## src/rtl/scope_filter_pkg.sv

```systemverilog
// Shared types and reset defaults for the scope equalization filter coefficient path.
// Used by the filter datapath, the register bank and scope_filter_ctrl.
package scope_filter_pkg;

  typedef logic signed [17:0] coef_aa_t;
  typedef logic signed [24:0] coef_t;

  typedef enum logic [2:0] {
    ST_IDLE,
    ST_WAIT,
    ST_APPLY,
    ST_FLUSH,
    ST_SETTLE
  } ctrl_state_t;

  localparam coef_aa_t AA_RST_DEF = 18'h7D93;
  localparam coef_t    BB_RST_DEF = 25'h437C7;
  localparam coef_t    KK_RST_DEF = 25'hD9999A;
  localparam coef_t    PP_RST_DEF = 25'h2666;

  function automatic logic [15:0] sat_inc(input logic [15:0] v);
    return (v == 16'hFFFF) ? v : v + 16'd1;
  endfunction

endpackage

```

## src/rtl/scope_filter_ctrl.sv

```systemverilog
// Coefficient sequencer: shadows AA/BB/KK/PP, applies them atomically in a stream gap,
// optionally flushes the filter. Macro SCOPE_FILTER_CTRL_SETTLE_EN adds a blanked SETTLE window.
module scope_filter_ctrl
  import scope_filter_pkg::*;
#(
  parameter int unsigned RST_LEN = 4,
  parameter int unsigned SET_LEN = 64,
  parameter int unsigned TMO_LEN = 1024,
  parameter coef_aa_t    AA_RST  = AA_RST_DEF,
  parameter coef_t       BB_RST  = BB_RST_DEF,
  parameter coef_t       KK_RST  = KK_RST_DEF,
  parameter coef_t       PP_RST  = PP_RST_DEF
) (
  input  logic        clk,
  input  logic        rst,
  input  logic        upd_req,
  input  logic        upd_flush,
  input  logic [17:0] cfg_aa_nxt,
  input  logic [24:0] cfg_bb_nxt,
  input  logic [24:0] cfg_kk_nxt,
  input  logic [24:0] cfg_pp_nxt,
  input  logic        str_transf,
  output logic [17:0] cfg_aa,
  output logic [24:0] cfg_bb,
  output logic [24:0] cfg_kk,
  output logic [24:0] cfg_pp,
  output logic        ctl_rst,
  output logic        blank,
  output logic        busy,
  output logic        upd_ack,
  output logic [15:0] sts_ovr,
  output logic [15:0] sts_tmo
);

  // One down-counter serves WAIT, FLUSH and SETTLE, so size it for the longest.
  localparam int unsigned CNT_MAX = (TMO_LEN > RST_LEN)
                                  ? ((TMO_LEN > SET_LEN) ? TMO_LEN : SET_LEN)
                                  : ((RST_LEN > SET_LEN) ? RST_LEN : SET_LEN);
  localparam int unsigned CNT_W   = (CNT_MAX > 1) ? $clog2(CNT_MAX) : 1;

  ctrl_state_t      state, state_nxt;
  logic [CNT_W-1:0] cnt, cnt_nxt;
  logic             tmo_hit;
  coef_aa_t         sh_aa;
  coef_t            sh_bb, sh_kk, sh_pp;
  logic             sh_flush;
  logic             pending;

  always_comb begin
    state_nxt = state;
    cnt_nxt   = cnt;
    tmo_hit   = 1'b0;
    case (state)
      ST_IDLE: begin
        if (upd_req || pending) begin
          state_nxt = ST_WAIT;
          cnt_nxt   = CNT_W'(TMO_LEN - 1);
        end
      end
      ST_WAIT: begin
        if (!str_transf) begin
          state_nxt = ST_APPLY;
        end else if (cnt == '0) begin
          state_nxt = ST_APPLY;
          tmo_hit   = 1'b1;
        end else begin
          cnt_nxt = cnt - CNT_W'(1);
        end
      end
      ST_APPLY: begin
        if (sh_flush) begin
          state_nxt = ST_FLUSH;
          cnt_nxt   = CNT_W'(RST_LEN - 1);
        end else begin
`ifdef SCOPE_FILTER_CTRL_SETTLE_EN
          state_nxt = ST_SETTLE;
          cnt_nxt   = CNT_W'(SET_LEN - 1);
`else
          state_nxt = ST_IDLE;
`endif
        end
      end
      ST_FLUSH: begin
        if (cnt == '0) begin
`ifdef SCOPE_FILTER_CTRL_SETTLE_EN
          state_nxt = ST_SETTLE;
          cnt_nxt   = CNT_W'(SET_LEN - 1);
`else
          state_nxt = ST_IDLE;
`endif
        end else begin
          cnt_nxt = cnt - CNT_W'(1);
        end
      end
`ifdef SCOPE_FILTER_CTRL_SETTLE_EN
      ST_SETTLE: begin
        if (cnt == '0) state_nxt = ST_IDLE;
        else           cnt_nxt   = cnt - CNT_W'(1);
      end
`endif
      default: state_nxt = ST_IDLE;
    endcase
  end

  always_ff @(posedge clk or posedge rst) begin
    if (rst) begin
      state <= ST_IDLE;
      cnt   <= '0;
    end else begin
      state <= state_nxt;
      cnt   <= cnt_nxt;
    end
  end

  // Flags follow state_nxt so they line up with the state they describe.
  always_ff @(posedge clk or posedge rst) begin
    if (rst) begin
      sh_aa    <= AA_RST;
      sh_bb    <= BB_RST;
      sh_kk    <= KK_RST;
      sh_pp    <= PP_RST;
      sh_flush <= 1'b0;
      pending  <= 1'b0;
      cfg_aa   <= AA_RST;
      cfg_bb   <= BB_RST;
      cfg_kk   <= KK_RST;
      cfg_pp   <= PP_RST;
      ctl_rst  <= 1'b0;
      blank    <= 1'b0;
      busy     <= 1'b0;
      upd_ack  <= 1'b0;
      sts_ovr  <= '0;
      sts_tmo  <= '0;
    end else begin
      if (upd_req) begin
        sh_aa    <= cfg_aa_nxt;
        sh_bb    <= cfg_bb_nxt;
        sh_kk    <= cfg_kk_nxt;
        sh_pp    <= cfg_pp_nxt;
        sh_flush <= upd_flush;
      end
      if (state == ST_IDLE) begin
        pending <= 1'b0;
      end else if (upd_req) begin
        pending <= 1'b1;
        if (pending) sts_ovr <= sat_inc(sts_ovr);
      end
      if (state == ST_APPLY) begin
        cfg_aa <= sh_aa;
        cfg_bb <= sh_bb;
        cfg_kk <= sh_kk;
        cfg_pp <= sh_pp;
      end
      if (tmo_hit) sts_tmo <= sat_inc(sts_tmo);
      ctl_rst <= (state_nxt == ST_FLUSH);
`ifdef SCOPE_FILTER_CTRL_SETTLE_EN
      blank   <= (state_nxt == ST_FLUSH) || (state_nxt == ST_SETTLE);
`else
      blank   <= (state_nxt == ST_FLUSH);
`endif
      busy    <= (state_nxt != ST_IDLE);
      upd_ack <= (state != ST_IDLE) && (state_nxt == ST_IDLE);
    end
  end

endmodule

```

## config.mk

```make
export PLATFORM = sky130hd
export DESIGN_NAME = scope_filter_ctrl
export DESIGN_NICKNAME = d
export VERILOG_FILES = /design/src/rtl/scope_filter_pkg.sv /design/src/rtl/scope_filter_ctrl.sv
export SDC_FILE = /design/constraint.sdc
export NUM_CORES = 1
export LEC_CHECK = 0
export CAP_MARGIN = 10
export CORE_UTILIZATION = 54
export DETAILED_ROUTE_END_ITERATION = 8
export PLACE_DENSITY = 0.86
export SETUP_SLACK_MARGIN = 0.02
export SLEW_MARGIN = 20
export SYNTH_ARGS = -nofsm -noshare
export SYNTH_HDL_FRONTEND = slang
export SYNTH_SLANG_ARGS = --single-unit
```

## constraint.sdc

```tcl
create_clock -name clk -period 14.52 [get_ports clk]
set_clock_uncertainty 0.2 [all_clocks]
set_input_delay 1.452 -clock clk [delete_from_list [all_inputs] [get_ports clk]]
set_output_delay 1.452 -clock clk [all_outputs]
set_load 0.005 [all_outputs]
```

==> impl_metrics.py, run 1 <==
metrics = {
    "status": {
        "outcome": "completed",
    },
    "clock_network": {
        "cts_tree": "done",
        "cts-hold-fix-buffers": 0,
        "clk_latency_ps": 510,
        "clkTransAtPathRegs_ps": 60,
        "cts_made_buffers": 25,
        "cts_max_level": 1,
        "clockBufferDepth": 3,
        "cts_setup_buffers": 0,
        "cts.repair.resized": 0,
        "cts_root_buffer": "clkbuf_16",
        "cts_sinks": 236,
    },
    "detailed_routing": {
        "dr.pass1.iters": 6,
        "ant_nets": 0,
        "drc": 0,
        "vias": 6223,
        "drt-wirelength-per-cell_um": 18.8,
        "wl_um": 21100,
        "vias_per_cell": 5.56,
        "drt_iter0_drc": 260,
    },
    "die": {
        "die_x_um": 136,
        "core-area_um2": 17400,
        "fp-row-count": 48,
        "dieArea_um2": 18400,
        "start_util_pct": 55.5,
        "die_h_um": 136,
        "pin_count": 227,
    },
    "pwr": {
        "comb_power_share_pct": 26.2,
        "vdd_drop_max_mv": 0.125,
        "p_int_w": 0.00170,
        "p_leak_nw": 5.36,
        "pwr-share-clk_pct": 29.1,
        "p_per_area_nw_per_um2": 175,
        "swShare_pct": 25.0,
        "power_switching_w": 0.000566,
        "p_seq_share_pct": 44.8,
    },
    "setup_path": {
        "crit_buf_inv": 1,
        "crit_fanout": 2,
        "crit_type": "reg2out",
        "worst_setup_path_end_kind": "output port",
        "critPathTopFamily": "buffers and inverters",
        "crit_required_ps": 12870,
        "cp-start-kind": "flop",
        "worstPathArrival_ps": 1600,
        "max_stage_delay_ps": 560,
        "critical-path-slowest-cell": "clkdlybuf4s50_1",
        "path_cells": "clkdlybuf4s50_1",
        "r2r_slack_ps": 12120,
    },
    "timing": {
        "setup_violations": 0,
        "final_max_slew_viol_count": 0,
        "tightest_slew_ps": 993,
        "timing.final.crit_share_pct": 22.4,
        "min_period_ps": 3250,
        "maxSlewHeadroom_pct": 33.8,
        "clock.fmax_mhz": 307,
        "hold_viol": 0,
        "layout_setup_ws_ps": 11270,
        "whs_ps": 301,
        "rsz0062_at_grt": "false",
        "fin_tns_setup_ps": 0,
    },
    "run": {
        "maxCapViolations": 0,
    },
    "placed_design": {
        "post-dp-hpwl_um": 14300,
        "dpl_worst_slack_ps": 10450,
        "placed_cells": 1075,
        "port_buffers": 226,
        "routabilityCongestion": 0.876,
    },
    "final_layout": {
        "drive_above_1_share_pct": 37.0,
        "antenna_cells": 0,
        "nets": 979,
        "num-fill-cells": 1045,
        "syn2layout_area_growth_pct": 34.4,
        "stdcell_count": 1120,
        "final_util_pct": 74.5,
    },
    "global_route": {
        "grt_overflow": 0,
        "grt_pass1_wl_um": 34000,
        "grt_antenna_before_repair": 0,
        "grt_max_degree": 149,
        "grt_pass1_vias": 6717,
        "grt_use_total_pct": 23.5,
    },
    "synth": {
        "synth-edff-count": 0,
        "synth.distinct_cells": 54,
        "synth_seq_cells": 236,
        "yosysWarnings": 0,
        "synth_ff_type": "dfrtp_1",
        "syn_area_um2": 9630,
        "syn_area_per_cell_um2": 14.8,
        "syn-num-nets": 753,
        "netlist.area_leader.share_pct": 40.0,
        "netlist_instances": 651,
        "netlist_top_cells_area": "dfrtp_1, dfstp_2, mux2_2",
        "ys_seq_area_share_pct": 62.4,
        "synthArstFlopShare_pct": 100,
        "yosysTopAreaCell": "dfrtp_1",
    },
    "min_path": {
        "hold_class": "reg2reg",
    },
}
[per-stage QoR]
stage	area [um^2]	total power, W
after floorplan	9630	0.00122
after global placement	12100	0.00158
final	12900	0.00226
after global routing	12900	0.00237
after detailed placement	12100	0.00161
after CTS	12900	0.00228
[path summary, 6_finish.rpt]
check                                           to  cells past startpoint               startpoint
max                                     cfg_aa[14]                      1   cfg_aa[14]$_DFFE_PP1N_
min                        sts_ovr[14]$_DFFE_PP0P_                      1  sts_ovr[14]$_DFFE_PP0P_
max reg2reg                 cfg_pp[15]$_DFFE_PP0N_                      3       state[1]$_DFF_PP0_
min reg2reg                sts_ovr[14]$_DFFE_PP0P_                      1  sts_ovr[14]$_DFFE_PP0P_
max in group asynchronous   sts_ovr[0]$_DFFE_PP0P_                      3                      rst
min in group asynchronous   cfg_bb[24]$_DFFE_PP0N_                      2                      rst
[Yosys cell counts, types with 6 or more instances]
master and instances:
a21oi_1 7, buf_2 16, clkbuf_1 14, dfrtp_1 154
dfstp_2 82, inv_1 12, mux2_2 191, nand2_1 12
nand3_1 14, nand4_1 13, nor2_1 11, nor3_1 20
nor3b_1 6, xnor2_1 8, xor2_1 19
[cell type report]
| type | count | area, um^2 | area share (%) |
|---|---|---|---|
| multi-input cells | 371 | 3430 | 26.5 |
| inverters | 13 | 56.3 | 0.435 |
| clock inverters | 10 | 150 | 1.16 |
| repair buffers | 230 | 2290 | 17.7 |
| clock buffers | 35 | 714 | 5.52 |
| well taps | 225 | 282 | 2.18 |
| flip-flops and latches | 236 | 6010 | 46.4 |
[cell families after synthesis]
group / synth area share [%]
adder cells (fa/ha/maj): 0.520
buffers and inverters: 1.96
flip-flops: 62.4
XOR/XNOR: 2.46
other: 0.0390
multiplexers: 22.4
AND/OR/NAND/NOR: 7.20
AO/OA/AOI/OAI: 2.96
[power by group through the flow]
stage	registers, W	clock network, W	logic, W
global placement	0.00100	0	0.000576
floorplan	0.000999	0	0.000226
global route	0.00104	0.000697	0.000638
finish	0.00101	0.000658	0.000592
detailed placement	0.00102	0	0.000594
CTS	0.00101	0.000672	0.000599
[placed cells by master, fill, tap and decap left out, types with 3 or more instances in the layout]
cell type / count
a21oi_1: 7
a221oi_1: 3
a31oi_1: 4
and3_1: 4
and4_1: 5
buf_4: 4
bufinv_16: 4
clkbuf_1: 6
clkbuf_16: 26
clkbuf_8: 3
clkdlybuf4s50_1: 225
clkinv_2: 6
dfrtp_1: 154
dfstp_2: 82
ha_1: 4
inv_1: 11
mux2_2: 191
nand2_1: 12
nand3_1: 14
nand4_1: 13
nor2_1: 11
nor2b_1: 3
nor3_1: 20
nor3b_1: 5
nor4_1: 5
o211ai_1: 3
o21ai_0: 4
xnor2_1: 8
xor2_1: 19
[metal layers]
layer  share of wire, %  GRT usage [%]
met1                 39           28.5
met2                 50           40.5
met3                8.7           7.15
met4                2.3           7.12
met5                  0              0
[flip-flops by register name, indices dropped and copies added (netlist names)]
signal and count:
sh_pp 25, cnt 10, sh_aa 18, sh_kk 25, sh_flush 1, sh_bb 25, blank 1, cfg_bb 25
busy 1, pending 1, cfg_pp 25, sts_tmo 16, state 3, cfg_aa 18, sts_ovr 16, cfg_kk 25
upd_ack 1
Power figures use the tool's default switching activity.
==> run 2, diff against run 1 <==
Settings changed: CORE_UTILIZATION 54 to 45, PLACE_DENSITY 0.86 to 0.76.
Clock period 14.52 ns to 2.9 ns, I/O delays scaled along.
==> run 2 against run 1 <==
Compared with the run above: flip-flop and latch count unchanged; die area is 20% higher; critical path depth increased by 5; hold slack got worse by 130 ps; global-route usage decreased by 4.8 points; sequential share of layout area is 0.51 points lower; critical path type is now reg2reg; largest cell class unchanged; highest routed layer unchanged.
==> impl_metrics.py, run 2 (synthesis results as in run 1) <==
metrics = {
    "detailed_routing": {
        "vias_per_cell": 5.16,
        "dr.pass1.iters": 4,
        "drt-wirelength-per-cell_um": 17.0,
        "ant_nets": 0,
        "drc": 0,
        "vias": 6106,
        "drt_iter0_drc": 164,
        "wl_um": 20100,
    },
    "status": {
        "outcome": "completed",
    },
    "timing": {
        "clock.fmax_mhz": 419,
        "setup_violations": 0,
        "min_period_ps": 2380,
        "hold_viol": 0,
        "tightest_slew_ps": 872,
        "fin_tns_setup_ps": 0,
        "timing.final.crit_share_pct": 82.2,
        "maxSlewHeadroom_pct": 41.4,
        "final_max_slew_viol_count": 0,
        "rsz0062_at_grt": "false",
    },
    "final_layout": {
        "stdcell_count": 1184,
        "drive_above_1_share_pct": 36.7,
        "final_cell_mix": "clkdlybuf4s50_1, mux2_2, dfrtp_1",
        "nets": 990,
        "syn2layout_area_growth_pct": 35.9,
        "num-fill-cells": 1604,
        "final_common_cell": "clkdlybuf4s50_1",
    },
    "clock_network": {
        "cts_tree": "done",
        "clk_latency_ps": 530,
        "cts_max_level": 1,
        "cts_setup_buffers": 0,
        "cts_sinks": 236,
        "cts_root_buffer": "clkbuf_16",
        "clockBufferDepth": 3,
        "clkTransAtPathRegs_ps": 60,
        "cts_made_buffers": 26,
    },
    "global_route": {
        "grt_max_degree": 92,
        "grt_pass1_vias": 6414,
        "grt_overflow": 0,
        "grt_use_total_pct": 18.7,
        "grt_antenna_before_repair": 0,
        "grt_pass1_wl_um": 33300,
    },
    "setup_path": {
        "crit_fanout": 6,
        "worstPathArrival_ps": 2580,
        "crit_required_ps": 3100,
        "crit_type": "reg2reg",
        "worst_setup_path_end_kind": "flop",
        "cp-start-kind": "flop",
    },
    "die": {
        "dieArea_um2": 22000,
        "core-area_um2": 21000,
        "fp-row-count": 53,
        "pin_count": 227,
        "die_x_um": 148,
        "die_h_um": 148,
        "start_util_pct": 45.8,
    },
    "pwr": {
        "p_leak_nw": 5.38,
        "p_per_area_nw_per_um2": 844,
        "vdd_drop_max_mv": 0.490,
        "finalPower_w": 0.0110,
    },
    "placed_design": {
        "post-dp-hpwl_um": 13400,
        "port_buffers": 226,
        "placed_cells": 1133,
        "routabilityCongestion": 0.824,
    },
    "min_path": {
        "hold_class": "in2reg",
    },
    "run": {
        "maxCapViolations": 0,
    },
}
## run 2: report_power, final
| part | leakage, nW | internal, W | switching (W) |
|---|---|---|---|
| Clock | 0.386 | 0.00181 | 0.00127 |
| Sequential | 2.72 | 0.00443 | 0.000583 |
| Combinational | 2.28 | 0.00202 | 0.000931 |
## run 2: critical path, cell delays in order, from the launching register on
cell     delay, ps
dfrtp_1        400
inv_1           90
ha_1           160
nor3b_2        420
nand3_1        210
nor3b_1        400
mux2_2         390
## run 2: area by class of cell
class / count / area [um^2] / area share [%]
Sequential cell: 236 / 6010 / 45.9
Multi-Input combinational cell: 371 / 3430 / 26.3
Timing Repair Buffer: 240 / 2440 / 18.7
Clock buffer: 42 / 731 / 5.59
Tap cell: 275 / 344 / 2.63
Clock inverter: 6 / 65.1 / 0.497
Inverter: 13 / 52.6 / 0.402
Antenna cell: 1 / 2.50 / 0.0191
## run 2: path summary, 6_finish.rpt
kind	from	to	slack, ps	cells past startpoint
max in group asynchronous	rst	cfg_pp[6]$_DFFE_PP1N_	1290	4
min in group asynchronous	rst	cfg_aa[9]$_DFFE_PP0N_	450	3
worst max register to register	cnt[0]$_DFFE_PP0P_	sts_tmo[1]$_DFFE_PP0P_	520	6
worst min register to register	sh_pp[4]$_DFFE_PP0P_	cfg_pp[4]$_DFFE_PP0N_	290	1
worst max-delay path	cnt[0]$_DFFE_PP0P_	sts_tmo[1]$_DFFE_PP0P_	520	6
worst min-delay path	cfg_bb_nxt[6]	sh_bb[6]$_DFFE_PP1P_	170	2
## run 2: metrics by stage
step	setup WS [ps]	instance area, um^2	utilization [%]	hold WS [ps]
detailed placement	533	12300	58.3	288
floorplan	-615	9630	-	242
global route	326	13100	62.2	156
finish	515	13100	62.2	169
CTS	521	13100	62.2	150
global placement	575	12300	58.3	279
## run 2: metal layers
metal / GRT usage [%] / vias up / share of wire, %
li1: - / 2825 / -
met1: 24.4 / 3060 / 43
met2: 30.6 / 183 / 48
met3: 4.51 / 38 / 6.8
met4: 6.55 / 0 / 2.7
met5: 0 / - / 0
## run 2: repair_timing
item,CTS,global route
resized for setup,0,0
hold endpoints to repair,8,0
hold buffers,2,0
